`config.mk`:
```
export PLATFORM = sky130hd
export DESIGN_NAME = video_bus_arbiter_flat
export DESIGN_NICKNAME = d
export VERILOG_FILES = /design/src/rtl/video_bus_arbiter_pkg.sv /design/src/rtl/video_bus_arbiter_if.sv /design/src/rtl/video_bus_arbiter_out_stage.sv /design/src/rtl/video_bus_arbiter.sv /design/src/flat_wrapper.sv
export SDC_FILE = /design/constraint.sdc
export NUM_CORES = 1
export LEC_CHECK = 0
export ABC_AREA = 1
export CORE_UTILIZATION = 40
export DETAILED_ROUTE_END_ITERATION = 8
export MAX_ROUTING_LAYER = met4
export PLACE_DENSITY = 0.86
export SETUP_SLACK_MARGIN = 0.2
export SYNTH_ARGS = -nofsm -noshare
export SYNTH_HDL_FRONTEND = slang
export SYNTH_SLANG_ARGS = --single-unit
```
`constraint.sdc`:
```
create_clock -name clk -period 2.2 [get_ports clk]
set_input_delay 0.22 -clock clk [delete_from_list [all_inputs] [get_ports clk]]
set_output_delay 0.22 -clock clk [all_outputs]
set_load 0.03 [all_outputs]
```
`src/rtl/video_bus_arbiter_pkg.sv`:
```
// video_arb_pkg: shared state encoding and bus geometry for the video bus arbiter
package video_arb_pkg;
  typedef enum logic [1:0] {ST_IDLE, ST_OWN0, ST_OWN1} state_t;
  localparam int VIDEO_ADDR_W  = 21;
  localparam int VIDEO_DATA_W  = 32;
  localparam int FRAME_SEL_BIT = 20;
endpackage

```
`src/rtl/video_bus_arbiter_if.sv`:
```
// video_bus_arbiter_if: two write masters plus the shared video bus they contend for
interface video_bus_arbiter_if
  import video_arb_pkg::*;
#(
  parameter int ADDR_W = VIDEO_ADDR_W,
  parameter int DATA_W = VIDEO_DATA_W
);
  logic [1:0]        req;
  logic [1:0]        lock;
  logic [1:0]        wr;
  logic [ADDR_W-1:0] addr [2];
  logic [DATA_W-1:0] wr_data [2];
  logic [1:0]        gnt;
  logic [1:0]        ack;
  logic              video_cs;
  logic              video_wr;
  logic [ADDR_W-1:0] video_addr;
  logic [DATA_W-1:0] video_wr_data;
  logic              lock_timeout;
  modport slave (
    input  req, lock, wr, addr, wr_data,
    output gnt, ack, video_cs, video_wr, video_addr, video_wr_data, lock_timeout
  );
  modport master (
    output req, lock, wr, addr, wr_data,
    input  gnt, ack, video_cs, video_wr, video_addr, video_wr_data, lock_timeout
  );
endinterface

```
`src/rtl/video_bus_arbiter_out_stage.sv`:
```
// video_arb_out_stage: registered video bus drive with a per-master ack pulse per issued transfer
module video_arb_out_stage
  import video_arb_pkg::*;
#(
  parameter int ADDR_W = VIDEO_ADDR_W,
  parameter int DATA_W = VIDEO_DATA_W
) (
  input  logic              clk,
  input  logic              reset,
  input  logic              load_i,
  input  logic              owner_i,
  input  logic              wr_i,
  input  logic [ADDR_W-1:0] addr_i,
  input  logic [DATA_W-1:0] data_i,
  output logic              cs_o,
  output logic              wr_o,
  output logic [ADDR_W-1:0] addr_o,
  output logic [DATA_W-1:0] data_o,
  output logic [1:0]        ack_o
);
  logic              cs_q;
  logic              wr_q;
  logic [ADDR_W-1:0] addr_q;
  logic [DATA_W-1:0] data_q;
  logic [1:0]        ack_q;
  // one staged transfer per load; reset drops anything staged so no cs/ack leaks out
  always_ff @(posedge clk) begin
    if (reset) begin
      cs_q   <= 1'b0;
      wr_q   <= 1'b0;
      addr_q <= '0;
      data_q <= '0;
      ack_q  <= 2'b00;
    end else begin
      cs_q  <= load_i;
      wr_q  <= load_i & wr_i;
      ack_q <= {load_i & owner_i, load_i & ~owner_i};
      if (load_i) begin
        addr_q <= addr_i;
        data_q <= data_i;
      end
    end
  end
  assign cs_o   = cs_q;
  assign wr_o   = wr_q;
  assign addr_o = addr_q;
  assign data_o = data_q;
  assign ack_o  = ack_q;
endmodule

```
`src/rtl/video_bus_arbiter.sv`:
```
// video_bus_arbiter: round-robin owner FSM with bus lock; VIDEO_ARB_TIMEOUT_EN adds forced lock release
module video_bus_arbiter
  import video_arb_pkg::*;
#(
  parameter int ADDR_W   = VIDEO_ADDR_W,
  parameter int DATA_W   = VIDEO_DATA_W,
  parameter int MAX_LOCK = 256
) (
  input  logic                clk,
  input  logic                reset,
  video_bus_arbiter_if.slave  bus
);
  state_t state_q;
  logic   rr_q;
  logic   own;
  logic   x;
  logic   req_x;
  logic   lock_x;
  logic   other_req;
  logic   load;
  logic   force_sw;
  if (MAX_LOCK < 2) begin : g_chk
    $error("MAX_LOCK must be at least 2");
  end
  assign own       = state_q != ST_IDLE;
  assign x         = state_q == ST_OWN1;
  assign req_x     = bus.req[x];
  assign lock_x    = bus.lock[x];
  assign other_req = bus.req[~x];
  assign load      = own & req_x;
`ifdef VIDEO_ARB_TIMEOUT_EN
  localparam int CW = $clog2(MAX_LOCK);
  logic [CW-1:0] cnt_q;
  assign force_sw = own & lock_x & other_req & (cnt_q == CW'(MAX_LOCK - 1));
  // counts consecutive locked cycles, saturating when nobody is waiting
  always_ff @(posedge clk) begin
    if (reset || !own || !lock_x || force_sw) cnt_q <= '0;
    else if (cnt_q != CW'(MAX_LOCK - 1)) cnt_q <= cnt_q + 1'b1;
  end
`else
  assign force_sw = 1'b0;
`endif
  assign bus.lock_timeout = force_sw;
  assign bus.gnt          = {state_q == ST_OWN1, state_q == ST_OWN0};
  // ownership FSM; leaving an owner points rr at the other master
  always_ff @(posedge clk) begin
    if (reset) begin
      state_q <= ST_IDLE;
      rr_q    <= 1'b0;
    end else if (!own) begin
      if (|bus.req) state_q <= (bus.req[1] & (~bus.req[0] | rr_q)) ? ST_OWN1 : ST_OWN0;
    end else if (force_sw || (!lock_x && other_req)) begin
      state_q <= x ? ST_OWN0 : ST_OWN1;
      rr_q    <= ~x;
    end else if (!lock_x && !req_x) begin
      state_q <= ST_IDLE;
      rr_q    <= ~x;
    end
  end
  video_arb_out_stage #(.ADDR_W(ADDR_W), .DATA_W(DATA_W)) u_out (
    .clk     (clk),
    .reset   (reset),
    .load_i  (load),
    .owner_i (x),
    .wr_i    (bus.wr[x]),
    .addr_i  (bus.addr[x]),
    .data_i  (bus.wr_data[x]),
    .cs_o    (bus.video_cs),
    .wr_o    (bus.video_wr),
    .addr_o  (bus.video_addr),
    .data_o  (bus.video_wr_data),
    .ack_o   (bus.ack)
  );
endmodule

```
`src/flat_wrapper.sv`:
```
// flat-port wrapper written by rule: the top's interface ports become plain ports
module video_bus_arbiter_flat import video_arb_pkg::*;
#(
  parameter int ADDR_W   = VIDEO_ADDR_W,
  parameter int DATA_W   = VIDEO_DATA_W,
  parameter int MAX_LOCK = 256
)
  (clk, reset, bus_req, bus_lock, bus_wr, bus_addr, bus_wr_data, bus_gnt, bus_ack, bus_video_cs, bus_video_wr, bus_video_addr, bus_video_wr_data, bus_lock_timeout);
  video_bus_arbiter_if #(.ADDR_W(ADDR_W), .DATA_W(DATA_W)) bus_i ();
  input  logic clk;
  input  logic reset;
  input wire logic [$bits(bus_i.req)-1:0] bus_req;
  input wire logic [$bits(bus_i.lock)-1:0] bus_lock;
  input wire logic [$bits(bus_i.wr)-1:0] bus_wr;
  input wire logic [$bits(bus_i.addr)-1:0] bus_addr;
  input wire logic [$bits(bus_i.wr_data)-1:0] bus_wr_data;
  output wire logic [$bits(bus_i.gnt)-1:0] bus_gnt;
  output wire logic [$bits(bus_i.ack)-1:0] bus_ack;
  output wire logic [$bits(bus_i.video_cs)-1:0] bus_video_cs;
  output wire logic [$bits(bus_i.video_wr)-1:0] bus_video_wr;
  output wire logic [$bits(bus_i.video_addr)-1:0] bus_video_addr;
  output wire logic [$bits(bus_i.video_wr_data)-1:0] bus_video_wr_data;
  output wire logic [$bits(bus_i.lock_timeout)-1:0] bus_lock_timeout;
  assign bus_i.req = bus_req;
  assign bus_i.lock = bus_lock;
  assign bus_i.wr = bus_wr;
  assign bus_i.addr = {>>{bus_addr}};
  assign bus_i.wr_data = {>>{bus_wr_data}};
  assign bus_gnt = bus_i.gnt;
  assign bus_ack = bus_i.ack;
  assign bus_video_cs = bus_i.video_cs;
  assign bus_video_wr = bus_i.video_wr;
  assign bus_video_addr = bus_i.video_addr;
  assign bus_video_wr_data = bus_i.video_wr_data;
  assign bus_lock_timeout = bus_i.lock_timeout;
  video_bus_arbiter #(.ADDR_W(ADDR_W), .DATA_W(DATA_W), .MAX_LOCK(MAX_LOCK)) u_core (.clk(clk), .reset(reset), .bus(bus_i));
endmodule
```
==> results of run 1 <==
[flip-flops by register name, summed over array words and instances, names as in the netlist]
name,flops
u_core.rr_q,1
u_core.u_out.cs_o,1
u_core.u_out.data_o,32
u_core.u_out.ack_o,2
u_core.u_out.addr_o,21
u_core.u_out.wr_o,1
u_core.state_q,2
[cells in the mapped netlist, drive strengths merged]
| library cell | n | area (µm²) |
|---|---|---|
| o21ai | 2 | 10.0 |
| a211oi | 1 | 12.5 |
| o21bai | 53 | 398 |
| clkbuf | 6 | 22.5 |
| nor3 | 2 | 10.0 |
| buf | 25 | 176 |
| or2 | 1 | 6.26 |
| a31oi | 53 | 388 |
| nand3 | 4 | 20.0 |
| inv | 4 | 15.0 |
| nand2 | 124 | 478 |
| dfxtp | 60 | 1200 |
| nor2 | 6 | 22.5 |
| a21oi | 4 | 20.0 |
| conb | 1 | 3.75 |
[power breakdown]
| part | internal, mW | total [mW] | switching, mW |
|---|---|---|---|
| Clock | 0.525 | 0.920 | 0.395 |
| Sequential | 1.33 | 1.46 | 0.129 |
| Combinational | 0.846 | 1.97 | 1.13 |
[cell type report]
type / instances / area, µm²
clock inverter: 1 / 5.00
fill: 538 / 2080
sequential: 60 / 1200
tap: 80 / 100
inverter: 4 / 15.0
clock buffer: 14 / 183
timing repair buffer: 179 / 1800
multi-input combinational: 251 / 1370
[final timing paths]
kind	startpoint	endpoint
hold reg to reg	u_core.rr_q$_SDFFE_PP0P_	u_core.rr_q$_SDFFE_PP0P_
hold / removal	u_core.rr_q$_SDFFE_PP0P_	u_core.rr_q$_SDFFE_PP0P_
setup reg to reg	u_core.state_q[1]$_SDFFE_PP0P_	u_core.state_q[0]$_SDFFE_PP0P_
setup / recovery	u_core.state_q[0]$_SDFFE_PP0P_	bus_gnt[0]
[cell families (layout without fill, tap and decap cells)]
kind of cell           count (synthesis)  after routing  share of synthesized area [%]
other                                  1              1                          0.135
buffers and inverters                 35            198                           7.69
DFF                                   60             60                           43.1
AOI/OAI and AO/OA                    113            113                           29.8
and+or+nand+nor                      137            137                           19.3
[per-layer routing]
layer | wire [µm] | vias to the layer above | global-route usage (%)
met3 | 497 | 22 | 5.16
met4 | 221 | 0 | 10.0
met1 | 3510 | 1370 | 26.4
li1 | - | 1501 | -
met5 | 0 | - | -
met2 | 3930 | 127 | 38.9
[tightest hold or removal path, cell delays in order, from the launching register on]
cell     delay [ps]
dfxtp_1         310
nand2_1          60
a21oi_1          50
==> metrics.md, run 1 <==
| Metric | Value |
|---|---|
| Final slew viol count | 0 |
| Crit-path cells | inv_2 > nor2_1 > clkdlybuf4s50_1 |
| Total core area | 6760 µm² |
| Final Hold Vio Count | 0 |
| FF-to-FF path depth | 9 |
| Yosys reg bits | 60 |
| Global Route Usage Sum | 23.1% |
| Net Count, Synth | 460 |
| WP depth | 3 |
| R2R Setup Slk | 680 ps |
| Fin worst setup slack | 395 ps |
| Most frequent cells in the layout | clkdlybuf4s50_1 (170), nand2_1 (121), dfxtp_1 (60) |
| Final setup violation count | 0 |
| Clock skew | 9.96 ps |
| Data arrival, critical path | 1590 ps |
| Maximum VDD drop | 490 µV |
| Most common cell after layout, fill and taps aside | clkdlybuf4s50_1 |
| Hold depth | 2 |
| P per Cell Area | 930 nW/µm² |
| Area grow syn2layout | 68.0% |
| Root Buffer Master | clkbuf_8 |
| FP Rows | 30 |
| DP Area | 4490 µm² |
| Post-Syn Area | 2780 µm² |
| Max Fclk | 0.554 GHz |
| WS Path Type | register to primary output |
| Final instance area | 4680 µm² |
| Routed Antenna Nets | 0 |
| Reg clk slew, reported paths | 70 ps |
| CTS max path bufs | 2 |
| Vias per cell | 5.13 |
| Routed len/inst | 13.8 µm |
| Hold_ws | 470 ps |
| Router iterations before antenna repair | 4 |
| Tmin final | 1810 ps |
| Crit path buf inv count | 2 |
| CP Launch Type | register |
| Skew-Pair Late Insertion Delay | 320 ps |
| Fin nets | 619 |
| CP required | 1980 ps |
| Status | completed |
| Yosys warns | 0 |
| Post-synth cell types | 21 |
| Final Total Pwr | 4.35 mW |
| Routability Congestion | 0.774 |
| Setup crit end kind | primary output |
| Slowest CP cell | clkdlybuf4s50_1 |
| Layout cell share with drive strength beyond 1 | 7.66% |
| Die area | 7300 µm² |
| First-pass GRT wire length | 13.1 mm |
| Global route overflow | 0 |
| Avg Synthesized Cell Area | 8.05 µm² |
| Leakage | 1.98 nW |
| HPWL Detailed | 5.94 mm |
| Setup bufs post-CTS | 0 |
| Place WS | 616 ps |
| Total placed cells including tap cells | 574 |
| Detailed Route WL | 8.15 mm |
| Number of I/O port buffers | 172 |
| Max_cap viols | 0 |
| Htree depth | 3 |
| Vias in the first global route | 2915 |
| Hold Buf Count CTS | 0 |
| Crit path max-delay family | buffers and inverters |
| Sequential share of the synthesized area | 43.1% |
| Final worst path period share | 82.1% |
| TritonCTS clock tree | yes |
| Largest net degree at the start of global routing | 61 |
| # DRC | 0 |
| Ports | 174 |
| Syn Inst Count | 346 |
| Setup TNS Final | 0 ps |
| Iter 0 DRT Violations | 136 |
| CTS Buf Count | 9 |
| # diodes | 0 |
| Clock net sink count | 60 |
| Die height | 85.4 µm |
| Initial antenna violation count | 0 |
| Min-delay worst type | register to register |
| Number of gates resized after CTS | 0 |
| Die width | 85.4 µm |
| Final Non-Filler Cells | 589 |
| Vias after detailed routing | 3020 |
| RSZ-0062 raised after global routing | false |
| Initial core utilization | 41.2% |
| Finished Core Util | 69.2% |
| Worst-path fanout max | 5 |
| Largest stage delay, worst path | 680 ps |
Note: power is estimated with default switching activity, not from simulation.
==> run 2, diff against run 1 <==
--- a/config.mk
+++ b/config.mk
@@ -6,10 +6,10 @@
 export NUM_CORES = 1
 export LEC_CHECK = 0
 export ABC_AREA = 1
-export CORE_UTILIZATION = 40
+export CORE_UTILIZATION = 37
 export DETAILED_ROUTE_END_ITERATION = 8
 export MAX_ROUTING_LAYER = met4
-export PLACE_DENSITY = 0.86
+export PLACE_DENSITY = 0.81
 export SETUP_SLACK_MARGIN = 0.2
 export SYNTH_ARGS = -nofsm -noshare
 export SYNTH_HDL_FRONTEND = slang
==> constraint.sdc (replaced) <==
create_clock -name clk -period 1.75 [get_ports clk]
set_input_delay 0.175 -clock clk [delete_from_list [all_inputs] [get_ports clk]]
set_output_delay 0.175 -clock clk [all_outputs]
set_load 0.03 [all_outputs]
==> metrics.md, run 2 (synthesis results as in run 1) <==
| Metric | Value |
|---|---|
| RSZ-0062 raised after global routing | true |
| Die width | 88.7 µm |
| Clock net sink count | 60 |
| Setup crit end | bus_video_wr_data[6] |
| Max_cap viols | 0 |
| Largest stage delay, worst path | 680 ps |
| Root Buffer Master | clkbuf_8 |
| Max Fclk | 0.662 GHz |
| Tmin final | 1510 ps |
| TritonCTS clock tree | yes |
| Final slew viol count | 0 |
| Worst-path fanout max | 2 |
| Total core area | 7250 µm² |
| Global Route Usage Sum | 21.9% |
| Leakage | 2.36 nW |
| Routability Congestion | 0.843 |
| Skew-Pair Late Insertion Delay | 320 ps |
| R2r startpoint | u_core.state_q[0]$_SDFFE_PP0P_ |
| Number of gates resized after CTS | 5 |
| Most frequent cells in the layout | clkdlybuf4s50_1 (147), nand2_1 (120), dfxtp_1 (58) |
| Global route overflow | 0 |
| Hold depth | 2 |
| Final worst path period share | 86.3% |
| Router iterations before antenna repair | 6 |
| Detailed Route WL | 8.51 mm |
| Htree depth | 3 |
| Reg clk slew, reported paths | 60 ps |
| Largest register FFs | 32 |
| Final Non-Filler Cells | 609 |
| Die height | 88.7 µm |
| Worst hold start | reset |
| Initial antenna violation count | 0 |
| Crit path buf inv count | 1 |
| Crit-path cells | clkdlybuf4s50_1 |
| Final Total Pwr | 5.49 mW |
| CTS max path bufs | 2 |
| Vias after detailed routing | 3041 |
| R2R Setup Slk | 290 ps |
| Crit path max-delay family | buffers and inverters |
| Routed Antenna Nets | 0 |
| Setup bufs post-CTS | 0 |
| First-pass GRT wire length | 13.0 mm |
| RR Endpoint | u_core.state_q[0]$_SDFFE_PP0P_ |
| Most common cell after layout, fill and taps aside | clkdlybuf4s50_1 |
| # diodes | 0 |
| CP required | 1570 ps |
| P per Cell Area | 1150 nW/µm² |
| Clock skew | 6.23 ps |
| Crit. Startpoint | u_core.u_out.data_o[6]$_SDFFE_PP0N_ |
| Routed len/inst | 14.0 µm |
| Ports | 174 |
| Area grow syn2layout | 71.8% |
| Initial core utilization | 38.4% |
| # DRC | 0 |
| WP depth | 1 |
| Largest net degree at the start of global routing | 60 |
| HPWL Detailed | 6.19 mm |
| FP Rows | 31 |
| CP Launch Type | register |
| Min-delay worst type | primary input to register |
| Layout cell share with drive strength beyond 1 | 8.43% |
| Slowest CP cell | clkdlybuf4s50_1 |
| Iter 0 DRT Violations | 84 |
| Final setup violation count | 0 |
| Maximum VDD drop | 578 µV |
| Vias per cell | 4.99 |
| Multi-input gate area | 1370 µm² |
| CTS Buf Count | 9 |
| Setup crit end kind | primary output |
| FF-to-FF path depth | 10 |
| Die area | 7870 µm² |
| Setup TNS Final | 0 ps |
| WS Path Type | register to primary output |
| Final Hold Vio Count | 0 |
| Data arrival, critical path | 1330 ps |
| Number of I/O port buffers | 172 |
| Total placed cells including tap cells | 594 |
| Hold Buf Count CTS | 0 |
| Fin nets | 620 |
| Vias in the first global route | 2934 |
| Fillers | 619 |
| Status | completed |
| Register area | 1200 µm² |
run 2: changes by cell type in the layout (fill, tap and decap cells not counted):
cell             delta
dlygate4sd2_1       +1
buf_12              +1
buf_4               -1
nand2_1             -1
clkdlybuf4s50_1    -23
dlymetal6s2s_1     +22
dfxtp_1             -2
buf_6               +1
nand2_2             +1
dfxtp_2             +2
run 2: area by class of cell:
cell class | instances | area share (%)
Inverter | 4 | 0.314
Multi-Input combinational cell | 251 | 28.7
Clock buffer | 14 | 3.82
Tap cell | 99 | 2.59
Timing Repair Buffer | 180 | 39.3
Sequential cell | 60 | 25.2
Clock inverter | 1 | 0.105
run 2: per-stage QoR:
| stage | area, µm² | hold slack [ps] | util [%] | worst slack (ps) |
|---|---|---|---|---|
| 4_1_cts | 4720 | 267 | 65.1 | 205 |
| 3_5_place_dp | 4520 | 465 | 62.3 | 213 |
| 6_report | 4780 | 276 | 65.9 | 240 |
| 2_1_floorplan | 2780 | 333 | - | 544 |
| 5_1_grt | 4780 | 322 | 65.9 | 169 |
| 3_3_place_gp | 4520 | 454 | 62.3 | 265 |
run 2: power by group:
part | leakage [nW] | total [mW] | switching [mW] | internal [mW]
clock network | 0.0986 | 1.16 | 0.497 | 0.660
logic | 1.76 | 2.50 | 1.44 | 1.06
registers | 0.493 | 1.83 | 0.157 | 1.67
run 2: worst min-delay path by stage:
stage / endpoint / slack (ps)
final: u_core.u_out.ack_o[1]$_SDFF_PP0_ / 280
after global routing: u_core.u_out.cs_o$_SDFF_PP0_ / 320
after CTS: u_core.u_out.ack_o[1]$_SDFF_PP0_ / 270
after detailed placement: u_core.rr_q$_SDFFE_PP0P_ / 460
after global placement: u_core.rr_q$_SDFFE_PP0P_ / 450
after floorplan: u_core.u_out.data_o[16]$_SDFFE_PP0N_ / 330
run 2: layer usage:
metal / vias up / GRT usage (%) / part of all wire [%]
li1: 1503 / - / -
met1: 1395 / 23.3 / 41
met2: 125 / 39.2 / 49
met3: 18 / 5.22 / 7.5
met4: 0 / 8.36 / 1.8
met5: - / - / 0
